==> config.mk <==
export PLATFORM = sky130hd
export DESIGN_NAME = alarm_ctrl
export DESIGN_NICKNAME = d
export VERILOG_FILES = /design/src/rtl/alarm_ctrl.sv
export SDC_FILE = /design/constraint.sdc
export NUM_CORES = 1
export LEC_CHECK = 0
export CAP_MARGIN = 20
export CORE_MARGIN = 3
export CORE_UTILIZATION = 34
export DETAILED_ROUTE_END_ITERATION = 10
export PLACE_DENSITY = 0.53
export SKIP_CTS_REPAIR_TIMING = 1
export SYNTH_ARGS = -nofsm -noshare
export SYNTH_HDL_FRONTEND = slang
export SYNTH_SLANG_ARGS = --single-unit
==> constraint.sdc <==
create_clock -name CLK -period 2.5 [get_ports CLK]
set_input_delay 0.5 -clock CLK [delete_from_list [all_inputs] [get_ports CLK]]
set_output_delay 0.5 -clock CLK [all_outputs]
set_load 0.02 [all_outputs]
==> src/rtl/alarm_ctrl.sv <==
// Three-alarm ring/snooze sequencer plus top-of-hour chime request.
// Alarms and chime advance on the 1 Hz tick; snooze/dismiss comes from one shared button.
module alarm_ctrl #(
  parameter int RING_SEC   = 60,
  parameter int SNOOZE_SEC = 300,
  parameter int MAX_SNOOZE = 3,
  parameter int CHIME_SEC  = 1
) (
  input  logic        CLK,
  input  logic        RST,
  input  logic        CP_1Hz,
  input  logic [7:0]  hour,
  input  logic [7:0]  min,
  input  logic [7:0]  sec,
  input  logic [15:0] alm1_hm,
  input  logic [15:0] alm2_hm,
  input  logic [15:0] alm3_hm,
  input  logic        alm1_arm,
  input  logic        alm2_arm,
  input  logic        alm3_arm,
  input  logic        button,
  output logic        alarm1_en,
  output logic        alarm2_en,
  output logic        alarm3_en,
  output logic        shouldTick,
  output logic        snoozing
);

  localparam logic [1:0] IDLE   = 2'd0;
  localparam logic [1:0] RING   = 2'd1;
  localparam logic [1:0] SNOOZE = 2'd2;

  localparam logic [7:0]  RING_LAST   = 8'(RING_SEC - 1);
  localparam logic [11:0] SNOOZE_LAST = 12'(SNOOZE_SEC - 1);
  localparam logic [2:0]  SNZ_MAX     = 3'(MAX_SNOOZE);
  localparam logic [3:0]  CHIME_LAST  = 4'(CHIME_SEC - 1);

  logic        cp_q, btn_q;
  logic        tick, press;
  logic [2:0]  arm;
  logic [15:0] hm [3];

  logic [1:0]  st_q [3];
  logic [1:0]  st_d [3];
  logic [7:0]  ring_q [3];
  logic [7:0]  ring_d [3];
  logic [11:0] snooze_q [3];
  logic [11:0] snooze_d [3];
  logic [2:0]  snz_q [3];
  logic [2:0]  snz_d [3];

  logic        chime_q, chime_d;
  logic [3:0]  chime_cnt_q, chime_cnt_d;
  logic        ring_any;

  assign tick  = CP_1Hz & ~cp_q;
  assign press = button & ~btn_q;
  assign arm   = {alm3_arm, alm2_arm, alm1_arm};
  assign hm[0] = alm1_hm;
  assign hm[1] = alm2_hm;
  assign hm[2] = alm3_hm;

  always_comb begin
    ring_any = 1'b0;
    for (int i = 0; i < 3; i++) begin
      st_d[i]     = st_q[i];
      ring_d[i]   = ring_q[i];
      snooze_d[i] = snooze_q[i];
      snz_d[i]    = snz_q[i];
      if (!arm[i]) begin
        st_d[i]     = IDLE;
        ring_d[i]   = '0;
        snooze_d[i] = '0;
      end else begin
        case (st_q[i])
          IDLE: begin
            if (tick && sec == 8'h00 && {hour, min} == hm[i]) begin
              st_d[i]   = RING;
              ring_d[i] = '0;
              snz_d[i]  = '0;
            end
          end
          RING: begin
            // a press in the same cycle as a tick takes precedence
            if (press) begin
              ring_d[i] = '0;
              if (snz_q[i] < SNZ_MAX) begin
                st_d[i]     = SNOOZE;
                snz_d[i]    = snz_q[i] + 3'd1;
                snooze_d[i] = '0;
              end else begin
                st_d[i] = IDLE;
              end
            end else if (tick) begin
              if (ring_q[i] == RING_LAST) begin
                st_d[i]   = IDLE;
                ring_d[i] = '0;
              end else begin
                ring_d[i] = ring_q[i] + 8'd1;
              end
            end
          end
          SNOOZE: begin
            if (tick) begin
              if (snooze_q[i] == SNOOZE_LAST) begin
                st_d[i]     = RING;
                ring_d[i]   = '0;
                snooze_d[i] = '0;
              end else begin
                snooze_d[i] = snooze_q[i] + 12'd1;
              end
            end
          end
          default: st_d[i] = IDLE;
        endcase
      end
      if (st_d[i] == RING) ring_any = 1'b1;
    end
  end

  // a ringing alarm always silences the chime
  always_comb begin
    chime_d     = chime_q;
    chime_cnt_d = chime_cnt_q;
    if (ring_any) begin
      chime_d     = 1'b0;
      chime_cnt_d = '0;
    end else if (tick) begin
      if (chime_q) begin
        if (chime_cnt_q == CHIME_LAST) begin
          chime_d     = 1'b0;
          chime_cnt_d = '0;
        end else begin
          chime_cnt_d = chime_cnt_q + 4'd1;
        end
      end else if (min == 8'h00 && sec == 8'h00) begin
        chime_d     = 1'b1;
        chime_cnt_d = '0;
      end
    end
  end

  always_ff @(posedge CLK) begin
    if (RST) begin
      cp_q        <= 1'b0;
      btn_q       <= 1'b0;
      chime_q     <= 1'b0;
      chime_cnt_q <= '0;
      for (int i = 0; i < 3; i++) begin
        st_q[i]     <= IDLE;
        ring_q[i]   <= '0;
        snooze_q[i] <= '0;
        snz_q[i]    <= '0;
      end
    end else begin
      cp_q        <= CP_1Hz;
      btn_q       <= button;
      chime_q     <= chime_d;
      chime_cnt_q <= chime_cnt_d;
      for (int i = 0; i < 3; i++) begin
        st_q[i]     <= st_d[i];
        ring_q[i]   <= ring_d[i];
        snooze_q[i] <= snooze_d[i];
        snz_q[i]    <= snz_d[i];
      end
    end
  end

  assign alarm1_en  = (st_q[0] == RING);
  assign alarm2_en  = (st_q[1] == RING);
  assign alarm3_en  = (st_q[2] == RING);
  assign snoozing   = (st_q[0] == SNOOZE) | (st_q[1] == SNOOZE) |
                      (st_q[2] == SNOOZE);
  assign shouldTick = chime_q;

endmodule

==> impl_metrics.ini <==
[run_status]
status = finished, final reports clean

[clock_tree]
clk_latency_ps = 340
clockBufferDepth = 2
htreeDepth = 3
cts_tree = built
cts_made_buffers = 9
clkSlewWorstSetupHoldPaths_ps = 60
clockRootBuffer = clkbuf_16
clkSinkCount = 82

[pwr]
comb_power_share = 0.118
pwr-share-clk = 0.454
p_seq_frac = 0.429
peakVddDrop_v = 0.000282
switchingPower_w = 0.000700
powerDensity_nw_per_um2 = 449
p_leak_nw = 2.39
swShare = 0.229
p_int_w = 0.00235

[synthesis]
syn_area_per_cell_um2 = 8.39
yosysUniqueCellTypes = 69
synth_seq_area_share = 0.331
synth_top_flop_cell = dfxtp_1
synth_area_um2 = 4950
ys_warn_count = 0
syn_inst = 590
synth_top_area_share = 0.331
synth-seq-cells = 82
synthTopCellsByArea = dfxtp_1 (33%), xnor2_1 (8.5%), nor2_1 (5.0%)
async_reset_ff_frac = 0
synth_edf_count = 0
syn_nets = 680
yosysTopAreaCell = dfxtp_1

[route]
detail_route.wl_per_cell_um = 14.4
drc = 0
vias_per_cell = 5.13
drt_iter0_markers = 218
vias = 4766
antenna_left = 0
routed_wl_um = 13400
drtPass1Iterations = 6

[sta]
tns_ps = 0
fin_crit_sh = 0.942
setup_viol = 0
slew-limit-headroom = 0.664
clock-skew-final_ps = 9.22
worst_pin_slew_ps = 499
finalHoldViolCount = 0
max_freq_mhz = 425
slew_violations = 0
timing.final.ws_setup_ps = 146
rsz0062_at_grt = false
fin_crit_ps = 2350

[hold_path]
hold_class = flip-flop to flip-flop

[finish]
final_layout_size_suffix_gt1_frac = 0.155
fillers = 1383
final_area_um2 = 6800
diodes = 0
nets = 834
area_growth_syn_to_layout_pct = 37.4

[placed_design]
pre_cts_slack_ps = -289
dp_hpwl_um = 10900
port_buffers = 83
place_area_um2 = 6480
gp_congestion = 0.834

[job]
maxCapViolCount = 0

[worst_setup_path]
arrival_ps = 1850
critPathKind = flip-flop to output pin
startpoint_type = flip-flop
required_ps = 2000
crit_path_end_kind = output pin
cp_max_fo = 8

[global_route]
overflow = 0
grtUsageTotal = 0.169
antenna_found_initial = 0
grt_pass1_vias = 4766
grt_pass1_wl_um = 22500
grt_max_degree = 15

[floorplan]
die_h_um = 127
io-pin-count = 84
initial_utilization = 0.353
fp.dieW_um = 127
die-area_um2 = 16000
core_um2 = 14000
rows = 43
worst paths after layout:
path / start / end / slack (ps) / depth (start not counted)
setup / recovery: st_q[0][2] / snoozing / 150 / 3
hold / removal: ring_q[0][1] / ring_q[0][1] / 470 / 2
setup reg to reg: ring_q[0][8] / chime_cnt_q[0] / 300 / 7
hold reg to reg: ring_q[0][1] / ring_q[0][1] / 470 / 2
cells by family after synthesis:
kind of cell    share of synthesized area
simple gates                        0.332
compound gates                      0.138
flops                               0.331
xor+xnor                            0.142
buf+inv                            0.0177
fa+ha+maj                          0.0278
mux                                0.0104
worst max-delay path, stage by stage (launching register included):
cell	delay [ps]
dfxtp_1	450
nor2b_1	120
or3_1	400
clkdlybuf4s50_1	550
sequential cells by signal, summed over array words and instances, names as in the netlist:
register     flops
snooze_q        36
chime_cnt_q      4
ring_q          24
st_q             6
cp_q             1
shouldTick       1
btn_q            1
snz_q            9
power groups by stage:
stage | logic [W] | registers, W | clock network (W)
6_report | 0.000360 | 0.00131 | 0.00138
5_1_grt | 0.000388 | 0.00131 | 0.00148
4_1_cts | 0.000363 | 0.00131 | 0.00143
3_5_place_dp | 0.000362 | 0.00134 | 0
3_3_place_gp | 0.000360 | 0.00134 | 0
2_1_floorplan | 0.000129 | 0.00134 | 0
metrics by stage:
| stage | std cells | hold WS (ps) | total power, W | util |
|---|---|---|---|---|
| floorplan | 590 | 434 | 0.00147 | - |
| global placement | 913 | 453 | 0.00170 | 0.462 |
| detailed placement | 913 | 457 | 0.00170 | 0.462 |
| CTS | 929 | 471 | 0.00310 | 0.484 |
| global route | 929 | 492 | 0.00318 | 0.485 |
| finish | 929 | 466 | 0.00305 | 0.485 |
cell usage in the layout (no fill, tap or decap), types with 6 or more instances in the layout:
| master | count |
|---|---|
| nand3_1 | 21 |
| xnor2_1 | 47 |
| inv_1 | 10 |
| nand2_1 | 61 |
| dfxtp_1 | 82 |
| nor2b_1 | 16 |
| buf_4 | 70 |
| nor2_1 | 66 |
| or3_1 | 6 |
| clkbuf_16 | 9 |
| nand2b_1 | 7 |
| nand4_1 | 25 |
| xor2_1 | 25 |
| clkdlybuf4s50_1 | 83 |
| and3_1 | 8 |
| nor3_1 | 16 |
| ha_1 | 11 |
| o21ai_0 | 27 |
| a21oi_1 | 39 |
cells in the mapped netlist, drive strengths merged (16+ instances only):
cell and count:
a21oi 39, dfxtp 82, nand2 61, nand3 22
nand4 27, nor2 66, nor2b 16, nor3 16
o21ai 29, xnor2 52, xor2 25
final cells by class:
type / count / area [um2] / share of cell area
Inverter: 10 / 37.5 / 0.00552
Timing Repair Buffer: 153 / 1360 / 0.199
Tap cell: 180 / 225 / 0.0331
Sequential cell: 82 / 1640 / 0.241
Clock inverter: 5 / 60.1 / 0.00883
Clock buffer: 11 / 253 / 0.0371
Multi-Input combinational cell: 488 / 3230 / 0.475
metal layers:
metal	global-route usage	share of wire
met1	0.217	0.46
met2	0.289	0.49
met3	0.0341	0.039
met4	0.0498	0.014
met5	0	0
(Power assumes the default switching activity.)
